[src/rtl/uart_rx_if.sv]
// rtl/uart_rx_if.sv - valid/ready byte stream carried from the UART receiver
interface uart_rx_if;
  logic [7:0] rx_data;
  logic       rx_valid;
  logic       rx_ready;

  // Receiver drives the byte and its valid flag; the consumer drives ready.
  modport master (output rx_data, output rx_valid, input rx_ready);
  modport slave  (input rx_data, input rx_valid, output rx_ready);
endinterface

[src/rtl/uart_rx.sv]
// rtl/uart_rx.sv - 16x oversampling serial receiver, 8N1 (8E1 with UART_RX_PARITY_EN)
module uart_rx #(
  parameter int CLK_FREQ = 100000000,
  parameter int BAUD     = 115200
) (
  input  logic      clk,
  input  logic      reset,
  input  logic      ser_rx,
  uart_rx_if.master rx,
  output logic      frame_err,
`ifdef UART_RX_PARITY_EN
  output logic      parity_err,
`endif
  output logic      overrun
);

  localparam int DIV = CLK_FREQ / (BAUD * 16);
  localparam int TW  = (DIV > 1) ? $clog2(DIV) : 1;

  if (DIV < 2) begin : g_div_check
    $error("uart_rx: CLK_FREQ/(BAUD*16) must be at least 2");
  end

`ifdef UART_RX_PARITY_EN
  typedef enum logic [2:0] {S_IDLE, S_START, S_DATA, S_PARITY, S_STOP, S_BREAK} state_t;
`else
  typedef enum logic [2:0] {S_IDLE, S_START, S_DATA, S_STOP, S_BREAK} state_t;
`endif

  state_t          state_q, state_d;
  logic            meta_q, rx_s_q, rx_prev_q;
  logic [TW-1:0]   tcnt_q;
  logic [3:0]      scnt_q;
  logic [2:0]      bidx_q;
  logic [7:0]      shift_q;
  logic [7:0]      data_q;
  logic            valid_q, ferr_q, ovr_q;

  logic tick, mid;
  logic clr_cnt, bidx_clr, shift_en, byte_done, ferr_set;

`ifdef UART_RX_PARITY_EN
  logic par_q, perr_q, par_en, perr_set, par_ok;
  assign par_ok = ~^{shift_q, par_q};
`endif

  assign tick = (tcnt_q == TW'(DIV - 1));
  assign mid  = tick && (scnt_q == 4'd7);

  // Two-flop synchronizer plus a delayed copy for start-edge detection.
  always_ff @(posedge clk) begin
    if (reset) begin
      meta_q    <= 1'b1;
      rx_s_q    <= 1'b1;
      rx_prev_q <= 1'b1;
    end else begin
      meta_q    <= ser_rx;
      rx_s_q    <= meta_q;
      rx_prev_q <= rx_s_q;
    end
  end

  // State register.
  always_ff @(posedge clk) begin
    if (reset) state_q <= S_IDLE;
    else       state_q <= state_d;
  end

  // Next-state and per-cycle control strobes; every decision uses rx_s_q.
  always_comb begin
    state_d   = state_q;
    clr_cnt   = 1'b0;
    bidx_clr  = 1'b0;
    shift_en  = 1'b0;
    byte_done = 1'b0;
    ferr_set  = 1'b0;
`ifdef UART_RX_PARITY_EN
    par_en    = 1'b0;
    perr_set  = 1'b0;
`endif
    case (state_q)
      S_IDLE: begin
        if (rx_prev_q && !rx_s_q) begin
          state_d = S_START;
          clr_cnt = 1'b1;
        end
      end
      S_START: begin
        if (mid) begin
          if (!rx_s_q) begin
            state_d  = S_DATA;
            bidx_clr = 1'b1;
          end else begin
            state_d = S_IDLE;
          end
        end
      end
      S_DATA: begin
        if (mid) begin
          shift_en = 1'b1;
          if (bidx_q == 3'd7) begin
`ifdef UART_RX_PARITY_EN
            state_d = S_PARITY;
`else
            state_d = S_STOP;
`endif
          end
        end
      end
`ifdef UART_RX_PARITY_EN
      S_PARITY: begin
        if (mid) begin
          par_en  = 1'b1;
          state_d = S_STOP;
        end
      end
`endif
      S_STOP: begin
        if (mid) begin
          if (rx_s_q) begin
            // Returning to IDLE here leaves half a bit to catch the next start edge.
            state_d = S_IDLE;
`ifdef UART_RX_PARITY_EN
            byte_done = par_ok;
            perr_set  = !par_ok;
`else
            byte_done = 1'b1;
`endif
          end else begin
            ferr_set = 1'b1;
            state_d  = S_BREAK;
          end
        end
      end
      S_BREAK: begin
        if (rx_s_q) state_d = S_IDLE;
      end
      default: state_d = S_IDLE;
    endcase
  end

  // Oversample tick and sample counters, phase-aligned to the start edge.
  always_ff @(posedge clk) begin
    if (reset) begin
      tcnt_q <= '0;
      scnt_q <= '0;
    end else if (clr_cnt) begin
      tcnt_q <= '0;
      scnt_q <= '0;
    end else begin
      tcnt_q <= tick ? '0 : tcnt_q + 1'b1;
      if (tick) scnt_q <= scnt_q + 4'd1;
    end
  end

  // Data shift register, LSB first on the wire, and bit index.
  always_ff @(posedge clk) begin
    if (reset) begin
      shift_q <= '0;
      bidx_q  <= '0;
    end else begin
      if (bidx_clr) bidx_q <= '0;
      else if (shift_en) bidx_q <= bidx_q + 3'd1;
      if (shift_en) shift_q <= {rx_s_q, shift_q[7:1]};
    end
  end

`ifdef UART_RX_PARITY_EN
  // Parity bit capture and parity error pulse.
  always_ff @(posedge clk) begin
    if (reset) begin
      par_q  <= 1'b0;
      perr_q <= 1'b0;
    end else begin
      if (par_en) par_q <= rx_s_q;
      perr_q <= perr_set;
    end
  end

  assign parity_err = perr_q;
`endif

  // Holding register with valid/ready handshake, framing and overrun pulses.
  always_ff @(posedge clk) begin
    if (reset) begin
      data_q  <= '0;
      valid_q <= 1'b0;
      ferr_q  <= 1'b0;
      ovr_q   <= 1'b0;
    end else begin
      ferr_q <= ferr_set;
      ovr_q  <= 1'b0;
      if (byte_done) begin
        if (!valid_q || rx.rx_ready) begin
          data_q  <= shift_q;
          valid_q <= 1'b1;
        end else begin
          ovr_q <= 1'b1;
        end
      end else if (valid_q && rx.rx_ready) begin
        valid_q <= 1'b0;
      end
    end
  end

  assign rx.rx_data  = data_q;
  assign rx.rx_valid = valid_q;
  assign frame_err   = ferr_q;
  assign overrun     = ovr_q;

endmodule

[src/flat_wrapper.sv]
// flat-port wrapper written by rule: the top's interface ports become plain ports
module uart_rx_flat 
#(
  parameter int CLK_FREQ = 100000000,
  parameter int BAUD     = 115200
)
  (clk, reset, ser_rx, frame_err, overrun, rx_rx_data, rx_rx_valid, rx_rx_ready);
  uart_rx_if rx_i ();
  input  logic clk;
  input  logic reset;
  input  logic ser_rx;
  output logic frame_err;
  output logic overrun;
  output wire logic [$bits(rx_i.rx_data)-1:0] rx_rx_data;
  output wire logic [$bits(rx_i.rx_valid)-1:0] rx_rx_valid;
  input wire logic [$bits(rx_i.rx_ready)-1:0] rx_rx_ready;
  assign rx_rx_data = rx_i.rx_data;
  assign rx_rx_valid = rx_i.rx_valid;
  assign rx_i.rx_ready = rx_rx_ready;
  uart_rx #(.CLK_FREQ(CLK_FREQ), .BAUD(BAUD)) u_core (.clk(clk), .reset(reset), .ser_rx(ser_rx), .rx(rx_i), .frame_err(frame_err), .overrun(overrun));
endmodule
[config.mk]
export PLATFORM = sky130hd
export DESIGN_NAME = uart_rx_flat
export DESIGN_NICKNAME = d
export VERILOG_FILES = /design/src/rtl/uart_rx_if.sv /design/src/rtl/uart_rx.sv /design/src/flat_wrapper.sv
export SDC_FILE = /design/constraint.sdc
export NUM_CORES = 1
export LEC_CHECK = 0
export CAP_MARGIN = 20
export CORE_MARGIN = 2
export CORE_UTILIZATION = 59
export DETAILED_ROUTE_END_ITERATION = 10
export DONT_BUFFER_PORTS = 1
export GPL_TIMING_DRIVEN = 0
export PLACE_DENSITY = 0.77
export SYNTH_ARGS = -nofsm -noshare
export SYNTH_HDL_FRONTEND = slang
export SYNTH_SLANG_ARGS = --single-unit
[constraint.sdc]
create_clock -name clk -period 2.6 [get_ports clk]
set_input_delay 0.39 -clock clk [delete_from_list [all_inputs] [get_ports clk]]
set_output_delay 0.39 -clock clk [all_outputs]
set_load 0.03 [all_outputs]
### Yosys cells after proc, flatten, opt, wreduce, memory -nomap -nowiden

Cells that the tools add are included.

* bits in registers: 38
* input port bits: 4
* output and inout port bits: 11
* logic and storage cells: 70

* $add $sub $neg: 3
* eq/ne operators: 14
* multiplexer cells: 23
* bitwise logic cells: 2
* reductions and logical operators: 16

Operator list (count)
* 3-bit 2-to-1 mux: 7
* 3-bit case mux with 5 select lines: 1
* 1-bit 2-to-1 mux: 14
* 2-bit by 1-bit != test with 1-bit output (second input constant): 6
* 2-bit OR reduction: 4
* 6-bit by 1-bit adder with 6-bit output (second input constant): 1
* 3-bit by 2-bit equality test with 1-bit output (second input constant): 2
* 3-bit equality test (second input constant): 2
* 6-bit equality test (second input constant): 1
* 6-bit AND reduction: 1
* 4-bit by 1-bit adder with 4-bit output (second input constant): 1
* 4-bit by 3-bit equality test with 1-bit output (second input constant): 1
* 2-bit AND reduction: 2
* 3-bit by 1-bit adder with 3-bit output (second input constant): 1
* 3-bit by 1-bit equality test with 1-bit output (second input constant): 1
* 1-bit logical AND: 3
* 3-bit zero test: 1
* 3-bit OR reduction: 1
* 1-bit zero test: 2
* 2-bit 2-to-1 mux: 1
* 2-bit != test (second input constant): 1
* 1-bit NOT: 2
* 2-bit nonzero test: 1
* 1-bit logical OR: 1

### Longest topological paths before layout

Gate-level depths: netlist of the first run.

* word-level depth: 6
* depth in mapped cells: 7
* depth with buffers taken out: 6

### Least setup slack after synthesis of the first run

No wires, ideal clock.

* path kind: register to register
* start: reg u_core.scnt_q[0]
* end: reg u_core.data_q[1] (netlist: u_core.rx.rx_data[1])
* setup time: 0.119 ns
* arrival time: 1.509 ns
* required time: 2.481 ns
* path slack: 0.972 ns
* cell stages (with the launch flop): 7
* buffers on the path: 1
* clock period less this slack: 1.628 ns
* cells stage by stage: dfxtp_1 -> ha_1 -> and3b_2 -> nand2_2 -> or4b_4 -> buf_6 -> mux2i_1

* cells in the longest elaborated chain, start to end: 5

Ends and longest elaborated chain
* start, declared: RTL line uart_rx.sv:33 `logic [3:0] scnt_q;`
* start signal, assigned: RTL line uart_rx.sv:152 `if (tick) scnt_q <= scnt_q + 4'd1;`
* 4-bit by 3-bit equality test with 1-bit output: RTL line uart_rx.sv:48 `assign mid = tick && (scnt_q == 4'd7);`
* 1-bit logical AND: RTL line uart_rx.sv:48
* 1-bit 2-to-1 mux: RTL line uart_rx.sv:119 `if (mid) begin`
* 1-bit 2-to-1 mux: RTL line uart_rx.sv:81 `case (state_q)`
* 2-bit AND reduction (no source line)
* end signal, assigned: RTL line uart_rx.sv:195 `data_q <= shift_q;`
* end, declared: RTL line uart_rx.sv:36 `logic [7:0] data_q;`

No other way between the ends.
A chain may end at the register's enable or synchronous reset.

### Worst setup path in the final report of the first run

* start: reg u_core.scnt_q[0]
* end: reg u_core.data_q[2] (netlist: u_core.rx.rx_data[2])

Same word-level chain as after synthesis.

==> impl_results.md, run 1 <==
* Status: complete, no violations
* Max frequency at 0.5670 GHz
* R2R cell count at 6
* Routed WL at 2729 um
* Measured slew at the worst slew-check pin at 0.6078 ns
* Reg2reg start: u_core.scnt_q[0]
* Clock share of power at 39.0%
* Cell Rows at 18
* Combinational fraction of design power at 3.1%
* Fin. Hold Viols at 0
* Synthesized instance count at 160
* CP Buf/Inv Count at 1
* Crit-path slowest cell: or4b_4
* Total negative slack at 0 ns
* Gr usage total at a little under a fifth
* H-Tree Depth at 2
* Width of the die at 55.80 um
* Max cap viols at 0
* Top-count cell post-synth: dfxtp_1
* Seq cells post-synth at 38
* YS warnings at 0
* CTS Buffer Depth at 2
* P_int at 826.3 uW
* ANT nets after route at 0
* Sink Count at 38
* Largest net degree at the start of global routing at 12
* Main synth FF type: dfxtp_1
* Net Switching at around 200 uW
* Mapped Nets at 169
* Crit Path Category: register to register
* Post-synthesis sequential area ratio at 48.06%
* First-pass GRT wire length at approximately 4600 um
* Hold_buf cts at 0
* Area grow syn2layout at 7.510%
* IO Port Bufs at 0
* FFs w/ async S/R, synth at 0%
* Final setup violation count at 0
* Core ar. at 0.002500 sq mm
* # DRC at 0
* Worst vdd ir at 0.4647 mV
* Critical Path End Type: register
* Clock Latency Late Sink at 0.34 ns
* Critical path depth at 6
* CTS clk-pin slew, worst paths at around 0.1 ns
* Fin Clk Skew at between 0.007 and 0.008 ns
* Min-delay worst type: input pin to register
* Setup crit start kind: register
* DIE AREA at 0.003113 sq mm
* Post-layout util at between 60% and 70%
* Count of cell types in the netlist at 30
* 1st-iter DRT viols at 27
* CP cell instances: ha_1 -> and3b_2 -> nand2_2 -> or4b_4 -> buf_6 -> mux2i_1
* Gp weighted congestion at 0.7299
* Syn Std Cell Area at around 0.0016 sq mm
* Crit path max-delay family: simple AND/OR/NAND/NOR gates
* Post-synth top area share at 48.06%
* HP Start: ser_rx
* Root buffer cell: clkbuf_4
* Leakage power at 0.6657 nW
* CP max FO at 6
* Num CTS Buffers at 5
* Slowest cell delay on critical path at 0.52 ns
* Total Power at 1.027 mW
* Vias/cell at 5.594
* Post-DP HPWL at 2015 um
* Net Sw Frac at 19.51%
* Number of synthesized flops with an enable pin at 0
* Critical Path RT at 2.83 ns
* Die H at 55.80 um
* Worst rel slew slack at 58.91%
* Average cell area after synthesis at slightly below 10 sq um
* GRT Residual Overflow at 0
* WP data arrival at 1.99 ns
* Via Count at 1102
* Vias in the first global route at 1112
* DR pass1 iterations at 4
* Post-CTS sizing at 0
* Fillers at approximately 200
* I/O pin total at 15
* Initial Util at 63.31%
* Top cells by count, synth: 38 x dfxtp_1, 18 x nand2b_1, 17 x mux2i_1
* Post-CTS setup buffers at 0
* CTS tree: yes
* Initial antenna violation count at 0
* Hold depth at 1
* RSZ-0062 raised after global routing: no
* Max-slew violation count at 0
* Ant. Diodes at 0
* Share of cells above drive strength 1 at between 10% and 20%
* Crit path from: u_core.scnt_q[0]
* Cell taking the most area after synthesis: dfxtp_1
* Nets at 176
* Largest cells by area after synthesis: dfxtp_1 48%, mux2i_1 11%, nand2b_1 7.1%, ha_1 4.0%, nor2_1 3.3%
* Reg power frac at just under 60%
* Period utilization at 67.83%
* Drt wl/cell at 13.85 um
* PwrDens at 603.3 mW/mm^2
* Min cycle time layout at roughly 1.8 ns
-- power by group through the flow --
stage	clock network (mW)	registers, mW	logic, mW
after floorplan	0	0.607	0.0243
after global placement	0	0.608	0.0293
after detailed placement	0	0.608	0.0312
after CTS	0.410	0.595	0.0318
after global routing	0.430	0.597	0.0352
final	0.400	0.595	0.0314
-- placed cells by master (no fill, tap or decap), drive strengths merged --
| master | n |
|---|---|
| dfxtp | 38 |
| ha | 5 |
| or3b | 1 |
| inv | 3 |
| nand4 | 3 |
| nand2 | 7 |
| buf | 3 |
| o21ai | 7 |
| nand3 | 4 |
| xnor2 | 4 |
| and3b | 3 |
| nor3 | 4 |
| xor2 | 2 |
| or4b | 1 |
| bufinv | 1 |
| a21boi | 1 |
| nor4 | 1 |
| and3 | 2 |
| mux2i | 17 |
| a21oi | 8 |
| nand2b | 18 |
| nor4b | 1 |
| or2 | 4 |
| a31o | 1 |
| or3 | 1 |
| nor2 | 14 |
| clkbuf | 10 |
| and4b | 3 |
-- cell type report --
type,count,area (sq um),area share (%)
multi-input combinational,112,768.2,45.15
sequential,38,760.7,44.71
clock buffer,6,51.30,3.015
buffer,7,42.54,2.500
tap,30,37.54,2.206
clock inverter,1,30.03,1.765
inverter,3,11.26,0.6618
-- metrics by stage --
step | instance area, sq um | hold slack [ns] | std cells | setup WS (ns)
floorplan | 1583 | 0.3895 | 160 | 0.9722
global placement | 1620 | 0.3937 | 190 | 0.8943
detailed placement | 1620 | 0.3966 | 190 | 0.8432
CTS | 1702 | 0.1509 | 197 | 0.8154
global route | 1702 | 0.1457 | 197 | 0.7304
finish | 1702 | 0.1566 | 197 | 0.8364
-- registers in the layout, summed over array words and instances (netlist names) --
name and flops:
u_core.bidx_q 3, u_core.frame_err 1, u_core.meta_q 1, u_core.overrun 1, u_core.rx.rx_data 8, u_core.rx.rx_valid 1, u_core.rx_prev_q 1, u_core.rx_s_q 1
u_core.scnt_q 4, u_core.shift_q 8, u_core.state_q 3, u_core.tcnt_q 6
-- layer usage --
layer | global-route usage [%] | up-vias | part of all wire [%]
li1 | - | 568 | -
met1 | 22.53 | 510 | 47
met2 | 31.46 | 17 | 47
met3 | 6.047 | 7 | 4.0
met4 | 8.711 | 0 | 1.9
met5 | 0 | - | 0
-- worst paths after layout --
check	endpoint	slack (ns)
max	u_core.rx.rx_data[2]	0.84
min	u_core.meta_q	0.16
max reg2reg	u_core.rx.rx_data[2]	0.84
min reg2reg	u_core.rx_s_q	0.42
-- kinds of logic after synthesis --
family	synth area share, %
AO/OA/AOI/OAI	5.771
AND/OR/NAND/NOR	24.74
XOR/XNOR	3.320
buffers and inverters	3.398
flip-flops	48.06
multiplexers	10.75
adder cells (fa/ha/maj)	3.953
Power figures use the tool's default switching activity.
==> run 2, diff against run 1 <==
- CORE_UTILIZATION: 59 -> 55
- PLACE_DENSITY: 0.77 -> 0.75
- clock period: 2.6 -> 1.6 ns (I/O delays scaled with it)
==> run 2 against run 1 <==
Clock power up 30%. Total power up 50%. Sequential share of layout area down 1.6 points. Flip-flop and latch count unchanged. First-iteration DRC count up 3.7%. Critical endpoint is now u_core.rx.rx_data[0]. Highest routed layer unchanged.
==> impl_results.md, run 2 (synthesis gave the netlist of run 1 again) <==
* Gr usage total at 19.87% (+0.80 points)
* Min-delay worst type: input pin to register
* Final setup violation count at 0 (unchanged)
* Max frequency at 0.6331 GHz (+12%)
* RSZ-0062 raised after global routing: yes
* I/O pin total at 15 (unchanged)
* Fin Clk Skew at 0.01528 ns (+0.007313 ns)
* Initial Util at 57.89% (-5.4 points)
* Width of the die at 57.65 um (+3.3%)
* Max-slew violation count at 0 (unchanged)
* Finished Layout Cells at 206 (+4.6%)
* Worst vdd ir at 0.9478 mV (+100%)
* Worst rel slew slack at 72.23% (+13 points)
* Area of the multi-input gates at 810.8 sq um (+5.5%)
* Measured slew at the worst slew-check pin at 0.4166 ns (-0.1912 ns)
* Gp weighted congestion at 0.8019 (+9.9%)
* Cell Rows at 19 (+1)
* Max cap viols at 0 (unchanged)
* Drt wl/cell at 14.03 um (+1.3%)
* Area after DPL at 0.001637 sq mm (+1.0%)
* Placed cell count at 191 (+0.53%)
* Via Count at 1133 (+2.8%)
* IO Port Bufs at 0 (unchanged)
* Vias/cell at 5.500 (-1.7%)
* Area grow syn2layout at 13.20%
* Fillers at 224 (+11%)
* Vias in the first global route at 1076 (-3.2%)
* Total Power at 1.539 mW (+50%)
* Root buffer cell: clkbuf_4
* Setup crit start kind: register
* Nets at 183 (+4.0%)
* Critical Path RT at 1.85 ns (-0.98 ns)
* GRT Residual Overflow at 0 (unchanged)
* CTS tree: yes
* Largest net degree at the start of global routing at 13 (+1)
* WP data arrival at 1.82 ns (-0.17 ns)
* Status: complete, no violations
* 1st-iter DRT viols at 28 (+3.7%)
* Die H at 57.65 um (+3.3%)
* Initial antenna violation count at 0 (unchanged)
* Routed WL at 2891 um (+5.9%)
* Num CTS Buffers at 5 (unchanged)
* Leakage power at 0.6940 nW (+4.3%)
* Ant. Diodes at 0 (unchanged)
* Worst slack, placed at -0.08206 ns (-0.9253 ns)
* Clock Latency Late Sink at 0.35 ns (about the same)
* Core ar. at 0.002734 sq mm (+9.4%)
* FF/Latch Area at 772.0 sq um (+1.5%)
* Sink Count at 38 (unchanged)
* Post-DP HPWL at 2009 um (-0.30%)
* Share of cells above drive strength 1 at 24.57% (+13 points)
* Final WS setup at 0.02055 ns (-0.8158 ns)
* DR pass1 iterations at 4 (unchanged)
* Crit Path Category: register to register
* First-pass GRT wire length at 4899 um (+5.8%)
* Final Cell Area at 0.001792 sq mm (+5.3%)
* CTS clk-pin slew, worst paths at 0.12 ns (+0.02 ns)
* DIE AREA at 0.003323 sq mm (+6.7%)
* CTS Buffer Depth at 2 (unchanged)
* Period utilization at 98.72% (+31 points)
* PwrDens at 858.9 mW/mm^2 (+42%)
* # DRC at 0 (unchanged)
* Critical Path End Type: register
* H-Tree Depth at 2 (unchanged)
* CP max FO at 6 (unchanged)
* Min cycle time layout at 1.579 ns (-0.1842 ns)
* Total negative slack at 0 ns (unchanged)
* Most common cell after layout, fill and taps aside: dfxtp_1
* ANT nets after route at 0 (unchanged)
* Most frequent cells in the layout: 33 x dfxtp_1, 18 x nand2b_1, 17 x mux2i_1, 13 x nor2_1, 8 x a21oi_1
* Fin. Hold Viols at 0 (unchanged)
run 2: cell types whose count changed in the layout (fill, tap and decap cells not counted), moves of 2 or more:
| cell | previous run | this run |
|---|---|---|
| nor3_1 | 4 | 2 |
| dfxtp_1 | 38 | 33 |
| dfxtp_2 | 0 | 3 |
| ha_1 | 5 | 3 |
| and4b_2 | 0 | 2 |
| dfxtp_4 | 0 | 2 |
| buf_4 | 0 | 7 |
| and4b_1 | 3 | 1 |
| nor3_2 | 0 | 2 |
run 2: critical path, stage by stage, from the launching register on:
cell and delay [ns]:
dfxtp_2 0.36, ha_4 0.14, and3b_2 0.19, nand2_2 0.07
or4b_4 0.56, mux2i_1 0.16
run 2: where the power goes:
group / switching, mW / total [mW] / leakage [nW] / internal, mW
Clock: 0.310 / 0.522 / 0.0343 / 0.211
Combinational: 0.0274 / 0.0521 / 0.350 / 0.0248
Sequential: 0.0113 / 0.965 / 0.310 / 0.954
run 2: routing by layer:
layer  part of all wire (%)  track usage, %  vias up
li1                       -               -      575
met1                     44           25.53      534
met2                     49           30.03       18
met3                    4.4           6.696        6
met4                    1.9           9.635        0
met5                      0               0        -
run 2: cell type report:
class / instances / share of cell area (%)
Sequential cell: 38 / 43.09
Buffer: 5 / 1.536
Clock buffer: 6 / 2.863
Inverter: 3 / 0.6285
Timing Repair Buffer: 9 / 3.771
Tap cell: 31 / 2.165
Multi-Input combinational cell: 112 / 45.25
Clock inverter: 2 / 0.6983
run 2: worst paths after layout:
kind	slack, ns	cells past startpoint	end	startpoint
setup / recovery	0.02	5	u_core.rx.rx_data[0]	u_core.scnt_q[1]
hold / removal	0.16	2	u_core.overrun	rx_rx_ready
setup reg to reg	0.02	5	u_core.rx.rx_data[0]	u_core.scnt_q[1]
hold reg to reg	0.43	1	u_core.rx_s_q	u_core.meta_q
run 2: repair_timing:
| action | CTS | global route |
|---|---|---|
| cloned | 0 | 1 |
| endpoints found under the setup margin | 15 | 19 |
| hold endpoints to repair | 1 | 0 |
| hold buffers | 1 | 0 |
| gates resized for setup | 9 | 7 |
| pin swaps | 2 | 1 |
| setup buffers | 2 | 5 |
run 2: metrics by stage:
stage          util [%]  hold WS, ns
2_1_floorplan         -       0.3438
6_report          65.54       0.1609
3_5_place_dp      59.86       0.3494
3_3_place_gp      59.86       0.3472
5_1_grt           65.54       0.1579
4_1_cts           63.52       0.1448
